**config.mk**
```make
export PLATFORM = sky130hd
export DESIGN_NAME = fphub_srt_div_stream
export DESIGN_NICKNAME = d
export VERILOG_FILES = /design/src/rtl/fphub_div_pkg.sv /design/src/rtl/fphub_srt_div_stream_step.sv /design/src/rtl/fphub_srt_div_stream.sv
export SDC_FILE = /design/constraint.sdc
export NUM_CORES = 1
export LEC_CHECK = 0
export CORE_MARGIN = 8
export CORE_UTILIZATION = 55
export CTS_BUF_LIST = sky130_fd_sc_hd__clkbuf_8
export CTS_CLUSTER_SIZE = 24
export DETAILED_ROUTE_END_ITERATION = 6
export DONT_BUFFER_PORTS = 1
export GPL_TIMING_DRIVEN = 0
export PLACE_DENSITY = 0.77
export SLEW_MARGIN = 10
export SYNTH_ARGS = -nofsm -noshare
export SYNTH_HDL_FRONTEND = slang
export SYNTH_SLANG_ARGS = --single-unit
```
**constraint.sdc**
```tcl
create_clock -name clk -period 5.1 [get_ports clk]
set_input_delay 1.53 -clock clk [delete_from_list [all_inputs] [get_ports clk]]
set_output_delay 1.53 -clock clk [all_outputs]
set_load 0.005 [all_outputs]
```
**src/rtl/fphub_div_pkg.sv**
```systemverilog
`default_nettype none
// ============================================================================
// Module   : fphub_div_pkg
// Brief    : Shared types and helpers for the HUB floating-point SRT divider.
// Revision : 1.0
// ============================================================================
package fphub_div_pkg;

  localparam int FLAG_W = 4;

  typedef enum logic [1:0] {
    IDLE = 2'd0,
    ITER = 2'd1,
    NORM = 2'd2,
    DONE = 2'd3
  } state_t;

  typedef struct packed {
    logic invalid;
    logic div_by_zero;
    logic overflow;
    logic underflow;
  } flags_t;

  function automatic int bias(input int e);
    return (1 << (e - 1)) - 1;
  endfunction

  // v holds {sign, exp, mant} zero-extended; exponent field sits at [m +: e]
  function automatic logic is_zero(input int e, input int m, input logic [63:0] v);
    return ((v >> m) & ((64'd1 << e) - 64'd1)) == 64'd0;
  endfunction

  function automatic logic is_inf(input int e, input int m, input logic [63:0] v);
    return ((v >> m) & ((64'd1 << e) - 64'd1)) == ((64'd1 << e) - 64'd1);
  endfunction

endpackage
`default_nettype wire

```
**src/rtl/fphub_srt_div_stream_step.sv**
```systemverilog
`default_nettype none
// ============================================================================
// Module   : srt_r2_step
// Brief    : Radix-2 SRT digit selection and residual update, purely combinational.
// Revision : 1.0
// ============================================================================
module srt_r2_step
  import fphub_div_pkg::*;
#(
  parameter int W = 28,
  parameter int F = 25
) (
  input  logic [W-1:0] w,
  input  logic [W-1:0] d,
  output logic         q_pos,
  output logic         q_neg,
  output logic [W-1:0] w_next
);

  localparam logic signed [W-1:0] c_HALF = {{(W-F){1'b0}}, 1'b1, {(F-1){1'b0}}};

  logic signed [W-1:0] w_2w;

  // |w| < d < 2 keeps 2w inside the two integer bits, so the dropped MSB is a copy of the sign
  assign w_2w  = $signed(w << 1);
  assign q_pos = (w_2w >= c_HALF);
  assign q_neg = (w_2w < -c_HALF);

  always_comb begin
    w_next = w_2w;
    if (q_pos) begin
      w_next = w_2w - d;
    end else if (q_neg) begin
      w_next = w_2w + d;
    end
  end

endmodule
`default_nettype wire

```
**src/rtl/fphub_srt_div_stream.sv**
```systemverilog
`default_nettype none
// ============================================================================
// Module   : fphub_srt_div_stream
// Brief    : Iterative radix-2 SRT HUB floating-point divider, valid/ready stream.
//            Define FPHUB_DIV_REMAINDER_EN to add the rem output port.
// Revision : 1.0
// ============================================================================
module fphub_srt_div_stream
  import fphub_div_pkg::*;
#(
  parameter int E  = 8,
  parameter int M  = 23,
  parameter int QB = M + 3
) (
  input  logic              clk,
  input  logic              rst_l,
  input  logic              in_valid,
  output logic              in_ready,
  input  logic [E+M:0]      x,
  input  logic [E+M:0]      d,
  output logic              out_valid,
  input  logic              out_ready,
  output logic [E+M:0]      res,
  output logic [FLAG_W-1:0] flags
`ifdef FPHUB_DIV_REMAINDER_EN
  ,
  output logic [E+M:0]      rem
`endif
);

  localparam int c_RW = M + 5;
  localparam int c_SF = M + 2;
  localparam int c_CW = $clog2(QB + 1);
  localparam int c_EW = E + 2;
  localparam logic [c_CW-1:0]        c_LAST  = c_CW'(QB - 1);
  localparam logic signed [c_EW-1:0] c_EBASE = c_EW'(bias(E) - 1);
  localparam logic signed [c_EW-1:0] c_EMAX  = c_EW'((1 << E) - 1);

  state_t                 r_state, w_state_nxt;
  logic [c_CW-1:0]        r_cnt;
  logic [c_RW-1:0]        r_w, r_d, w_w_next, w_w0, w_d_al;
  logic [QB-1:0]          r_p, r_n, w_q_raw, w_q_cor;
  logic                   w_q_pos, w_q_neg;
  logic                   r_sign, w_sign;
  logic signed [c_EW-1:0] r_er, w_er0, w_er;
  logic [E+M:0]           r_res, w_sp_res, w_norm_res;
  flags_t                 r_flags, w_sp_flags, w_norm_flags;
  logic                   w_xz, w_xi, w_dz, w_di, w_special, w_msb;
  logic [M-1:0]           w_mant;
  logic                   w_unused;

  assign w_sign    = x[E+M] ^ d[E+M];
  assign w_xz      = is_zero(E, M, 64'(x));
  assign w_xi      = is_inf(E, M, 64'(x));
  assign w_dz      = is_zero(E, M, 64'(d));
  assign w_di      = is_inf(E, M, 64'(d));
  assign w_special = w_xz | w_xi | w_dz | w_di;

  // Residual format: sign, 2 integer bits, M+2 fraction bits; w0 = Sx/2, divisor = Sd
  assign w_w0   = {3'b000, 1'b1, x[M-1:0], 1'b1};
  assign w_d_al = {2'b00, 1'b1, d[M-1:0], 1'b1, 1'b0};
  assign w_er0  = $signed({2'b00, x[E+M-1:M]}) - $signed({2'b00, d[E+M-1:M]}) + c_EBASE;

  srt_r2_step #(
    .W (c_RW),
    .F (c_SF)
  ) u_step (
    .w      (r_w),
    .d      (r_d),
    .q_pos  (w_q_pos),
    .q_neg  (w_q_neg),
    .w_next (w_w_next)
  );

  always_comb begin
    w_sp_flags = '0;
    w_sp_res   = {w_sign, {(E+M){1'b0}}};
    if ((w_xz && w_dz) || (w_xi && w_di)) begin
      w_sp_res           = {1'b0, {E{1'b1}}, {M{1'b0}}};
      w_sp_flags.invalid = 1'b1;
    end else if (w_xi) begin
      w_sp_res = {w_sign, {E{1'b1}}, {M{1'b0}}};
    end else if (w_dz) begin
      w_sp_res               = {w_sign, {E{1'b1}}, {M{1'b0}}};
      w_sp_flags.div_by_zero = 1'b1;
    end
  end

  // Quotient carries one integer bit and M+2 fraction bits; exponent base is
  // ex-ed+BIAS-1 so a leading one in the integer position adds the missing 1
  always_comb begin
    w_q_raw      = r_p - r_n;
    w_q_cor      = w_q_raw - {{(QB-1){1'b0}}, r_w[c_RW-1]};
    w_msb        = w_q_cor[QB-1];
    w_mant       = w_msb ? w_q_cor[QB-2 -: M] : w_q_cor[QB-3 -: M];
    w_er         = r_er + $signed({{(c_EW-1){1'b0}}, w_msb});
    w_norm_flags = '0;
    w_norm_res   = {r_sign, w_er[E-1:0], w_mant};
    if (w_er >= c_EMAX) begin
      w_norm_res            = {r_sign, {E{1'b1}}, {M{1'b0}}};
      w_norm_flags.overflow = 1'b1;
    end else if (w_er[c_EW-1] || (w_er == '0)) begin
      w_norm_res             = {r_sign, {(E+M){1'b0}}};
      w_norm_flags.underflow = 1'b1;
    end
  end

  always_comb begin
    w_state_nxt = r_state;
    case (r_state)
      IDLE:    if (in_valid) w_state_nxt = w_special ? DONE : ITER;
      ITER:    if (r_cnt == c_LAST) w_state_nxt = NORM;
      NORM:    w_state_nxt = DONE;
      DONE:    if (out_ready) w_state_nxt = IDLE;
      default: w_state_nxt = IDLE;
    endcase
  end

  always_ff @(posedge clk or negedge rst_l) begin
    if (!rst_l) begin
      r_state <= IDLE;
    end else begin
      r_state <= w_state_nxt;
    end
  end

  always_ff @(posedge clk or negedge rst_l) begin
    if (!rst_l) begin
      r_cnt   <= '0;
      r_w     <= '0;
      r_d     <= '0;
      r_p     <= '0;
      r_n     <= '0;
      r_sign  <= 1'b0;
      r_er    <= '0;
      r_res   <= '0;
      r_flags <= '0;
    end else begin
      case (r_state)
        IDLE: begin
          if (in_valid) begin
            r_cnt  <= '0;
            r_w    <= w_w0;
            r_d    <= w_d_al;
            r_p    <= '0;
            r_n    <= '0;
            r_sign <= w_sign;
            r_er   <= w_er0;
            if (w_special) begin
              r_res   <= w_sp_res;
              r_flags <= w_sp_flags;
            end
          end
        end
        ITER: begin
          r_cnt <= r_cnt + c_CW'(1);
          r_w   <= w_w_next;
          r_p   <= {r_p[QB-2:0], w_q_pos};
          r_n   <= {r_n[QB-2:0], w_q_neg};
        end
        NORM: begin
          r_res   <= w_norm_res;
          r_flags <= w_norm_flags;
        end
        default: ;
      endcase
    end
  end

  assign in_ready  = (r_state == IDLE);
  assign out_valid = (r_state == DONE);
  assign res       = r_res;
  assign flags     = r_flags;

`ifdef FPHUB_DIV_REMAINDER_EN
  localparam int c_LZW = $clog2(c_RW);
  localparam logic signed [c_EW-1:0] c_REM_OFF = c_EW'(1 - QB);

  logic [c_RW-1:0]        w_rem_fix, w_rem_norm;
  logic [c_LZW-1:0]       w_rem_lz;
  logic                   w_rem_nz, r_xs;
  logic signed [c_EW-1:0] w_rem_e;
  logic [E-1:0]           r_ed;
  logic [E+M:0]           w_rem_val, r_rem;

  always_comb begin
    w_rem_fix = r_w[c_RW-1] ? (r_w + r_d) : r_w;
    w_rem_lz  = '0;
    w_rem_nz  = 1'b0;
    for (int i = c_RW - 2; i >= 0; i--) begin
      if (!w_rem_nz && w_rem_fix[i]) begin
        w_rem_nz = 1'b1;
        w_rem_lz = c_LZW'(c_RW - 2 - i);
      end
    end
    w_rem_norm = w_rem_fix << w_rem_lz;
    w_rem_e    = $signed({2'b00, r_ed}) + c_REM_OFF
               - $signed({{(c_EW-c_LZW){1'b0}}, w_rem_lz});
    w_rem_val  = {r_xs, w_rem_e[E-1:0], w_rem_norm[c_RW-3 -: M]};
    if (!w_rem_nz || w_rem_e[c_EW-1] || (w_rem_e == '0)) begin
      w_rem_val = '0;
    end
  end

  always_ff @(posedge clk or negedge rst_l) begin
    if (!rst_l) begin
      r_rem <= '0;
      r_ed  <= '0;
      r_xs  <= 1'b0;
    end else if ((r_state == IDLE) && in_valid) begin
      r_rem <= '0;
      r_ed  <= d[E+M-1:M];
      r_xs  <= x[E+M];
    end else if (r_state == NORM) begin
      r_rem <= w_rem_val;
    end
  end

  assign rem      = r_rem;
  assign w_unused = ^{w_q_cor[0], w_rem_norm[c_RW-1:c_RW-2], w_rem_norm[2:0]};
`else
  assign w_unused = w_q_cor[0];
`endif

endmodule
`default_nettype wire

```
# Yosys cells after proc, flatten, opt, wreduce, memory -nomap -nowiden
# Index checks and enable logic that the tools add are counted.
# word_totals
input_bits,68
elab_cells,85
register_bits,159
# op_classes
addsub,8
order_cmp,3
n_bitwise,4
n_mux,33
reduce_logical,14
eq_ne,10
# op_table
operator,count
$logic_not 64->1,2
$mux 31,4
$pmux 26 s2,2
$mux 32,3
$mux 28,3
$pmux 32 s2,1
$pmux 28 s2,1
$add 28x26->28,1
$ge 28x26->1 const B,1
$lt 28x25->1 const B,1
$sub 28x26->28,1
$mux 26,1
$sub 26x1->26,1
$sub 26x26->26,1
$mux 23,1
$eq 8x8->1 const B,2
$add 10x2->10,1
$add 9x8->10 const B,1
$ge 10x9->1 const B,1
$logic_not 10->1,1
$pmux 5 s2,1
$sub 8x8->9,1
$mux 2,4
$mux 4,2
other kinds (18),34

# Logic depth before layout (Yosys ltp)
# Gate-level depths: netlist of the first run.
# logic_depth
ltp_word,8
depth_mapped,27
ltp_nobuf,23

# By module
# A second synthesis of the first run with hierarchy kept.
# unflattened
hier_cells,1438
area_unflattened_um2,12249.2
# by_module_without_submodules
module,seq_area_each_um2,area_each_um2,n_inst,cells_each
fphub_srt_div_stream,3953.8,8901.0,1,911
srt_r2_step,0.0,3348.2,1,527

# Least setup slack after synthesis of the first run
# Ideal clock, no wire load.
# synth_path
path_kind,flip-flop to flip-flop
startpoint,register r_n[4]
endpoint,register r_res[17] (netlist: res[17])
setup_ns,0.064
required_time_ns,5.036
t_arrival_ns,4.899
n_path_buf,3
path_slack_ns,0.137
synth_period_minus_slack_ns,4.963
stages_incl_launch_ff,26
cell_sequence,dfrtp_1 -> ha_1 -> inv_1 -> ha_1 -> a21o_1 -> a21oi_1 -> or3b_1 -> a21oi_2 -> a2111oi_2 -> o211a_1 -> or3_1 -> buf_2 -> inv_2 -> buf_6 -> ha_1 -> ha_1 -> nand3_1 -> or2_2 -> o211ai_1 -> a211oi_1 -> nor3_2 -> and2_1 -> buf_2 -> nand2_1 -> mux2i_1 -> a21o_1
# synth_between
elab_chain_cells,8
# synth_rtl
element,line,text
from (decl),fphub_srt_div_stream.sv:42,"logic [QB-1:0] r_p, r_n, w_q_raw, w_q_cor;"
from (signal assigned),fphub_srt_div_stream.sv:159,"r_n <= {r_n[QB-2:0], w_q_neg};"
$sub 26x26->26 (*),fphub_srt_div_stream.sv:92,w_q_raw = r_p - r_n;
$sub 26x1->26 (*),fphub_srt_div_stream.sv:93,"w_q_cor = w_q_raw - {{(QB-1){1'b0}}, r_w[c_RW-1]};"
"parallel branches: the longest is 4 deep, another holds $add 10x2->10",n/a,
$mux 31 (*),fphub_srt_div_stream.sv:99,if (w_er >= c_EMAX) begin
$pmux 32 s2 (*),fphub_srt_div_stream.sv:139,case (r_state)
to (signal assigned),fphub_srt_div_stream.sv:150,r_res <= w_sp_res;
to (signal assigned),fphub_srt_div_stream.sv:162,r_res <= w_norm_res;
to (decl),fphub_srt_div_stream.sv:46,"logic [E+M:0] r_res, w_sp_res, w_norm_res;"
# Mark *: on every way between the ends.
# A chain may end at the register's enable or synchronous reset.

# Worst setup path after layout of the first run
# layout_path
startpoint,register r_n[4]
endpoint,register r_res[19] (netlist: res[19])
# The elaborated chain is that of the path after synthesis.

==> results of run 1 <==
## worst register-to-register path: stages, from the launching register on
cell and delay (ns):
dfrtp_1 0.45, ha_4 0.30, inv_2 0.04, ha_4 0.26
a21o_1 0.17, a21oi_2 0.13, or3b_4 0.42, a21oi_4 0.18
a2111oi_4 0.11, o211a_1 0.24, or3_1 0.36, buf_4 0.17
inv_2 0.07, buf_6 0.10, ha_4 0.15, ha_4 0.16
xor2_2 0.09, nor3_2 0.23, o2111ai_2 0.19, a211oi_4 0.33
nor3_4 0.07, and2_4 0.20, and3_1 0.17, a221o_1 0.25
## what timing repair did
action                                  in CTS  in global routing
setup buffers                                4                  9
pin swaps                                    5                 11
endpoints found under the hold margin        0                  0
endpoints found under the setup margin      31                 32
gates resized for setup                     17                 41
## cells by family after synthesis
| group | after synthesis | synth area share |
|---|---|---|
| DFF | 158 | 0.3318 |
| and+or+nand+nor | 378 | 0.1481 |
| adders and majority gates | 118 | 0.1271 |
| buffers and inverters | 219 | 0.07130 |
| AOI/OAI and AO/OA | 431 | 0.2508 |
| xor gates and xnor gates | 43 | 0.03161 |
| muxes | 44 | 0.03938 |
## area by class of cell
cell class,count,share of cell area
Multi-Input combinational cell,1014,0.5671
Sequential cell,158,0.3033
Inverter,146,0.04205
Tap cell,280,0.02688
Buffer,71,0.02275
Clock buffer,19,0.02006
Clock inverter,12,0.01027
Timing Repair Buffer,13,0.007488
## cell usage after synthesis (all sizes together) (10+ instances only)
library cell  count
or3              16
a22oi            13
a31oi            12
clkbuf           59
ha              113
nand4            14
nor4             12
and3             11
nor3             19
a211oi           13
dfrtp           158
buf              14
o21ai            92
o22ai            34
mux2             23
mux2i            21
nor2b            12
xnor2            24
xor2             19
inv             146
nor2             94
nand2           135
o221ai           10
a21o             34
o211ai           12
a22o             26
a221o            10
nand2b           12
o31ai            13
a21oi            74
nand3            28
## how the worst min path moves through the flow
stage	start	to	slack, ns	cells after the start
2_1_floorplan	r_sign	r_sign	0.45	2
3_3_place_gp	r_sign	r_sign	0.47	2
3_5_place_dp	r_sign	r_sign	0.48	2
4_1_cts	r_sign	r_sign	0.50	2
5_1_grt	r_p[25]	r_p[25]	0.52	2
6_report	r_sign	r_sign	0.49	2
## registers in the layout, summed over array words and instances (netlist names)
signal and cells:
r_cnt 5, res 32, r_state 2, r_er 10, r_p 26, flags 4
r_w 28, r_n 26, r_sign 1, r_d 24
## per-stage QoR
step	util	hold WS [ns]	instance area, um2
2_1_floorplan	-	0.4508	11920
3_3_place_gp	0.5691	0.4669	12270
3_5_place_dp	0.5691	0.4809	12270
4_1_cts	0.5928	0.5009	12780
5_1_grt	0.6047	0.5208	13030
6_report	0.6047	0.4935	13030
## layer usage
layer,GRT usage,up-vias,wire [um]
met5,0,-,10
met1,0.3107,5099,13960
met3,0.04839,95,2392
met4,0.09216,2,1019
met2,0.4147,412,16610
li1,-,5053,-
==> impl_metrics.py, run 1 <==
metrics = {
    "setup_path": {
        "required_ns": 5.45,
        "path_cells": "ha_4 -> inv_2 -> ha_4 -> a21o_1 -> a21oi_2 -> or3b_4 -> a21oi_4 -> a2111oi_4 -> o211a_1 -> or3_1 -> buf_4 -> inv_2 -> buf_6 -> ha_4 -> ha_4 -> xor2_2 -> nor3_2 -> o2111ai_2 -> a211oi_4 -> nor3_4 -> and2_4 -> and3_1 -> a221o_1",
        "worstSetupPathType": "flop to flop",
        "cp-end-kind": "flop",
        "critPathMostFrequentCell": "ha_4",
        "cpPeakStageDelay_ns": 0.45,
        "r2r-end": "res[19]",
        "r2r_cells": 23,
        "cpMaxStageDelayCell": "dfrtp_1",
        "crit_end": "res[19]",
        "path_depth": 23,
        "critPathArrivalTime_ns": 5.27,
        "crit_start": "r_n[4]",
        "path_delay_family": "compound AO/OA/AOI/OAI gates",
        "r2r_slack_ns": 0.18,
        "r2r-start": "r_n[4]",
        "crit_fanout": 12,
        "path_buf_inv": 4,
        "critPathLaunchType": "flop",
    },
    "global_routing": {
        "antenna_found_initial": 1,
        "gr-usage-all-layers": 0.2474,
        "overflow": 0,
        "grt_max_degree": 159,
        "grt_first_pass_wirelength_um": 53040,
        "grt_pass1_vias": 10130,
    },
    "yosys": {
        "syn_inst": 1391,
        "ys_top_cells_by_area": "dfrtp_1, ha_1, inv_1, nand2_1, o21ai_0",
        "synth_cell_types": 81,
        "synth-seq-cells": 158,
        "synth_area_um2": 11920,
        "yosysTopAreaCell": "dfrtp_1",
        "synth_edf_count": 0,
        "yosysTopAreaCellShare": 0.3318,
        "synth_warnings": 0,
        "ys.flop_type": "dfrtp_1",
        "seq_area_frac_synth": 0.3318,
        "syn_avg_cell_area_um2": 8.566,
        "ys_async_sr_fraction": 1.000,
        "synth_nets": 1577,
    },
    "route": {
        "detail_route.first_pass.iterations": 7,
        "drc_errors": 1,
        "antenna_left": 0,
        "vias": 10660,
        "finalWirelength_um": 33990,
        "post_drt_via_cell_ratio": 6.224,
        "initialDrtViolationCount": 928,
        "post_drt_wl_per_cell_um": 19.84,
    },
    "timing": {
        "worst_pin_slew_ns": 1.004,
        "worst_slack_ns": 0.1765,
        "clock_skew_ns": 0.01711,
        "slew_headroom": 0.3238,
        "slew_violations": 0,
        "setup_violations": 0,
        "setup-tns-final_ns": 0,
        "finalHoldViolCount": 0,
        "max_freq_mhz": 203.1,
        "fin_crit_sh": 0.9654,
        "layout_min_cycle_time_ns": 4.923,
    },
    "clocking": {
        "cts.htree.levels": 4,
        "cts_tree": "done",
        "clk_latency_ns": 0.47,
        "cts_buffer_depth": 2,
        "hold_buffers": 0,
        "cts.sinks": 158,
        "cts-root-buf": "clkbuf_8",
        "clk_pin_slew_worst_paths_ns": 0.08,
        "cts_made_buffers": 17,
    },
    "final_layout": {
        "final_layout_size_suffix_gt1_frac": 0.09491,
        "diodes": 0,
        "layout.nets": 1607,
        "multi_input_area_um2": 7392,
        "layout_common_cells": "dfrtp_1, inv_1, nand2_1",
        "regArea_um2": 3954,
        "stdcell_count": 1713,
        "final_common_cell": "dfrtp_1",
        "area_delta_synth_final_pct": 9.388,
        "n_fill_cell": 1840,
    },
    "worst_hold_path": {
        "hp-class": "flop to flop",
    },
    "run_status": {
        "violations": "design-rule violations",
        "status": "finished, violations left",
    },
    "floorplan": {
        "io_pins": 106,
        "dieArea_um2": 26630,
        "initial_core_util": 0.5528,
        "die_y_um": 163.2,
        "core_um2": 21550,
        "rows": 54,
        "die_x_um": 163.2,
    },
    "placed_design": {
        "gp_congestion": 0.9875,
        "port_buffers": 0,
        "place_ws_ns": -0.5140,
        "placedCellCount": 1671,
        "hpwlAfterDp_um": 24800,
    },
    "job": {
        "maxCapViolations": 0,
    },
}
Power of run 1 is not shown: default switching activity piles up to over one toggle a cycle in this logic, so the estimate is an artifact.
==> run 2, diff against run 1 <==
CORE_UTILIZATION = 45   (was 55)
HOLD_SLACK_MARGIN = 0.05   (was not set)
PLACE_DENSITY = 0.66   (was 0.77)
==> impl_metrics.py, run 2 (same netlist as run 1, synthesis figures left out) <==
metrics = {
    "setup_path": {
        "cp-end-kind": "flop",
        "cpMaxStageDelayCell": "fa_2",
        "critPathArrivalTime_ns": 5.29,
        "critPathLaunchType": "flop",
        "cpPeakStageDelay_ns": 0.43,
        "crit_fanout": 5,
        "worstSetupPathType": "flop to flop",
        "required_ns": 5.47,
    },
    "floorplan": {
        "rows": 59,
        "io_pins": 106,
        "dieArea_um2": 31940,
        "core_um2": 26060,
        "die_x_um": 178.7,
        "die_y_um": 178.7,
        "initial_core_util": 0.4572,
    },
    "global_routing": {
        "grt_first_pass_wirelength_um": 53390,
        "gr-usage-all-layers": 0.2101,
        "antenna_found_initial": 1,
        "grt_max_degree": 159,
        "overflow": 0,
        "grt_pass1_vias": 10120,
    },
    "clocking": {
        "hold_buffers": 0,
        "clk_latency_ns": 0.48,
        "cts_buffer_depth": 2,
        "cts.htree.levels": 4,
        "cts.sinks": 158,
        "cts-root-buf": "clkbuf_8",
        "cts_made_buffers": 17,
        "clk_pin_slew_worst_paths_ns": 0.10,
        "cts_tree": "done",
    },
    "route": {
        "drc_errors": 0,
        "finalWirelength_um": 34140,
        "antenna_left": 0,
        "post_drt_via_cell_ratio": 5.908,
        "vias": 10500,
        "initialDrtViolationCount": 806,
        "detail_route.first_pass.iterations": 7,
        "post_drt_wl_per_cell_um": 19.21,
    },
    "placed_design": {
        "hpwlAfterDp_um": 25240,
        "port_buffers": 0,
        "gp_congestion": 0.9508,
    },
    "final_layout": {
        "area_delta_synth_final_pct": 10.04,
        "finish.utilization": 0.5031,
        "final_layout_size_suffix_gt1_frac": 0.09590,
        "largest_reg_flops": 32,
        "layout.nets": 1612,
        "layout_common_cells": "dfrtp_1, inv_1, nand2_1",
        "final_common_cell": "dfrtp_1",
        "n_fill_cell": 2462,
    },
    "run_status": {
        "status": "complete, no violations",
    },
    "job": {
        "maxCapViolations": 0,
    },
    "timing": {
        "slew_headroom": 0.3335,
        "max_freq_mhz": 203.0,
        "layout_min_cycle_time_ns": 4.927,
        "slew_violations": 0,
        "fin_crit_sh": 0.9660,
        "clock_skew_ns": 0.01923,
        "finalHoldViolCount": 0,
        "worst_pin_slew_ns": 0.9893,
        "setup_violations": 0,
    },
    "worst_hold_path": {
        "hp-class": "flop to flop",
    },
}
[run 2: cell types whose count changed in the layout (fill, tap and decap cells not counted), sizes merged]
cell / delta
clkinvlp: +2
diode: +3
bufinv: -2
buf: +5
clkbuf: -1
clkinv: -1
inv: +3
[run 2: what timing repair did]
action / 4_1_cts / 5_1_grt
resized for setup: 26 / 32
setup buffers: 5 / 11
gates cloned: 0 / 1
pin swaps: 4 / 12
endpoints found under the setup margin: 31 / 31
endpoints found under the hold margin: 0 / 0
[run 2: cell type report]
class,instances,area (um2),share of cell area
multi-input cells,1014,7355,0.5609
flip-flops and latches,158,3954,0.3016
inverters,146,548.0,0.04180
well taps,335,419.2,0.03197
plain buffers,72,315.3,0.02405
clock buffers,18,247.7,0.01889
clock inverters,14,140.1,0.01069
repair buffers,17,125.1,0.009543
diodes,3,7.507,0.0005726
[run 2: final timing paths]
path	from	to	slack (ns)	cells past startpoint
max	r_w[27]	res[18]	0.17	25
min	r_sign	r_sign	0.50	2
max reg2reg	r_w[27]	res[18]	0.17	25
min reg2reg	r_sign	r_sign	0.50	2
max in group asynchronous	rst_l	r_cnt[4]	3.91	0
min in group asynchronous	rst_l	res[8]	0.73	0
[run 2: critical path, delay by kind of cell, from the launching register on]
kind                       cells  cell delay (ns)
buffers and inverters          5             0.51
DFF                            1             0.37
adders and majority gates      4             1.04
AOI/OAI and AO/OA              7             1.37
and+or+nand+nor                9             1.53
[run 2: metal layers]
| metal | routed length, um | track usage | vias up | share of wire |
|---|---|---|---|---|
| met5 | 0 | 0 | - | 0 |
| met4 | 1032 | 0.07819 | 0 | 0.030 |
| met3 | 2196 | 0.05350 | 77 | 0.064 |
| met2 | 15960 | 0.3414 | 355 | 0.47 |
| met1 | 14950 | 0.2655 | 4985 | 0.44 |
| li1 | - | - | 5081 | - |
[run 2: stage by stage]
stage / area [um2] / setup TNS [ns] / hold WS [ns] / cells / setup slack (ns)
floorplan: 11920 / 0 / 0.4508 / 1391 / 0.1365
global placement: 12330 / -9.040 / 0.4674 / 1726 / -0.4173
detailed placement: 12330 / -11.74 / 0.4717 / 1726 / -0.5115
CTS: 12880 / 0 / 0.4970 / 1762 / 0.01028
global route: 13110 / -0.02737 / 0.5393 / 1775 / -0.01534
finish: 13110 / 0 / 0.4986 / 1777 / 0.1734
Power of run 2 is left out for the same reason.
==> run 3, diff against run 2 <==
SYNTH_HIERARCHICAL = 1   (was not set)
==> impl_metrics.py, run 3 <==
metrics = {
    "placed_design": {
        "placed_area_um2": 12700,
        "hpwlAfterDp_um": 25170,
        "port_buffers": 0,
        "gp_congestion": 0.9228,
    },
    "yosys": {
        "syn_inst": 1438,
        "ys_async_sr_fraction": 1.000,
        "synth_warnings": 6,
        "synth_edf_count": 0,
        "syn_avg_cell_area_um2": 8.518,
        "synth-seq-cells": 158,
        "synth_cell_types": 83,
        "yosysTopAreaCell": "dfrtp_1",
        "yosysTopAreaCellShare": 0.3228,
        "yosysMostFrequentCell": "inv_1",
        "synth_area_um2": 12250,
        "ys_top_cells_by_area": "dfrtp_1, ha_1, inv_1, nand2_1, mux2i_1",
        "seq_area_frac_synth": 0.3228,
        "ys.flop_type": "dfrtp_1",
        "synth_common_cells": "inv_1, dfrtp_1, nand2_1",
    },
    "route": {
        "initialDrtViolationCount": 863,
        "post_drt_via_cell_ratio": 5.817,
        "finalWirelength_um": 33170,
        "antenna_left": 0,
        "detail_route.first_pass.iterations": 5,
        "post_drt_wl_per_cell_um": 18.14,
        "drc_errors": 0,
        "vias": 10640,
    },
    "setup_path": {
        "critPathLaunchType": "flop",
        "path_delay_family": "simple AND/OR/NAND/NOR gates",
        "path_buf_inv": 3,
        "cpPeakStageDelay_ns": 0.41,
        "crit_fanout": 7,
        "critPathArrivalTime_ns": 5.23,
        "path_cells": "ha_1 -> inv_1 -> ha_1 -> and2_4 -> nor2b_1 -> a311oi_4 -> a21oi_4 -> a41oi_4 -> o21ai_2 -> a311oi_4 -> buf_6 -> ha_2 -> ha_4 -> xor2_1 -> or3_1 -> nor3_2 -> nand2_1 -> nor3_2 -> and2b_2 -> buf_4 -> a22oi_1 -> nand2_1",
        "cpMaxStageDelayCell": "dfrtp_1",
        "cp-end-kind": "flop",
        "required_ns": 5.45,
        "r2r_slack_ns": 0.22,
        "worstSetupPathType": "flop to flop",
    },
    "final_layout": {
        "layout.nets": 1659,
        "layout_common_cells": "inv_1, dfrtp_1, nand2_1",
        "largest_reg_flops": 32,
        "final_common_cell": "inv_1",
        "fin_area_um2": 13290,
        "area_delta_synth_final_pct": 8.468,
        "final_layout_size_suffix_gt1_frac": 0.06811,
    },
    "floorplan": {
        "core_um2": 26880,
        "rows": 60,
        "io_pins": 106,
        "die_x_um": 181.0,
        "dieArea_um2": 32760,
        "initial_core_util": 0.4558,
        "die_y_um": 181.0,
    },
    "clocking": {
        "cts_made_buffers": 17,
        "cts_buffer_depth": 2,
        "cts.sinks": 158,
        "cts.htree.levels": 4,
        "clk_latency_ns": 0.47,
        "cts_tree": "done",
        "hold_buffers": 0,
        "clk_pin_slew_worst_paths_ns": 0.10,
        "cts-root-buf": "clkbuf_8",
    },
    "global_routing": {
        "antenna_found_initial": 5,
        "grt_first_pass_wirelength_um": 53340,
        "grt_max_degree": 159,
        "overflow": 0,
        "grt_pass1_vias": 10170,
        "gr-usage-all-layers": 0.1986,
    },
    "timing": {
        "slew_headroom": 0.4284,
        "layout_min_cycle_time_ns": 4.877,
        "setup_violations": 0,
        "worst_pin_slew_ns": 0.8463,
        "clock_skew_ns": 0.01995,
        "setup-tns-final_ns": 0,
        "slew_violations": 0,
        "finalHoldViolCount": 0,
        "max_freq_mhz": 205.0,
        "fin_crit_sh": 0.9563,
    },
    "worst_hold_path": {
        "hp-class": "flop to flop",
    },
    "run_status": {
        "status": "complete, no violations",
    },
    "job": {
        "maxCapViolations": 0,
    },
}
==> run 3: cell types whose count changed in the layout (fill, tap and decap cells not counted), moves of 8 or more <==
cell / delta
a21o_1: -21
a21oi_1: +12
a221o_1: +10
a22o_1: +14
inv_1: +17
mux2i_1: +26
nand2_1: +15
o211ai_1: -8
o21ai_1: +21
==> run 3: cells by family (layout without fill, tap and decap cells) <==
| kind of cell | after synthesis | after routing | synth area share |
|---|---|---|---|
| AOI/OAI and AO/OA | 426 | 426 | 0.2384 |
| xor gates and xnor gates | 44 | 44 | 0.03146 |
| adders and majority gates | 120 | 120 | 0.1256 |
| buffers and inverters | 233 | 272 | 0.07262 |
| DFF | 158 | 158 | 0.3228 |
| muxes | 70 | 70 | 0.05955 |
| other | 1 | 12 | 0.0003061 |
| and+or+nand+nor | 386 | 386 | 0.1492 |
==> run 3: worst min-delay path: cells and delay by family, from the launching register on <==
family | cells | cell delay [ns]
flip-flops | 1 | 0.35
AO/OA/AOI/OAI | 1 | 0.06
AND/OR/NAND/NOR | 1 | 0.05
==> run 3: final cells by class <==
cell class              instances  area [um2]
fillers                      2631       13590
multi-input cells            1053        7516
flip-flops and latches        158        3954
inverters                     160       600.6
well taps                     341       426.7
plain buffers                  72       300.3
clock buffers                  18       247.7
clock inverters                13       161.4
repair buffers                  9       67.56
diodes                          5       12.51
==> run 3: per-layer routing <==
layer,share of wire,wire [um],vias up,GRT usage
met2,0.47,15530,280,0.3251
met4,0.019,631,0,0.06855
met3,0.056,1852,45,0.03611
li1,-,-,5185,-
met5,0,0,-,0
met1,0.46,15150,5129,0.2604
==> run 3: final timing paths <==
kind | start | endpoint | cells after the start
max in group asynchronous | rst_l | r_w[25] | 0
worst max-delay path | r_n[5] | res[25] | 22
min in group asynchronous | rst_l | r_er[0] | 0
worst min-delay path | r_sign | r_sign | 2
worst min register to register | r_sign | r_sign | 2
worst max register to register | r_n[5] | res[25] | 22
==> run 3: per-stage QoR <==
| step | hold slack (ns) | util | instances | worst slack (ns) |
|---|---|---|---|---|
| after floorplan | 0.4508 | - | 1444 | 0.03452 |
| after global placement | 0.4711 | 0.4725 | 1785 | -1.055 |
| after detailed placement | 0.4760 | 0.4725 | 1785 | -1.088 |
| after CTS | 0.4964 | 0.4893 | 1818 | 0.04607 |
| after global routing | 0.5343 | 0.4943 | 1828 | -0.006612 |
| final | 0.4925 | 0.4944 | 1829 | 0.2227 |
==> run 3: timing repair <==
item                                    in CTS  in global routing
endpoints found under the setup margin      31                 29
resized for setup                            8                 19
pin swaps                                    2                  5
setup buffers                                3                  6
Power of run 3 is left out for the same reason.
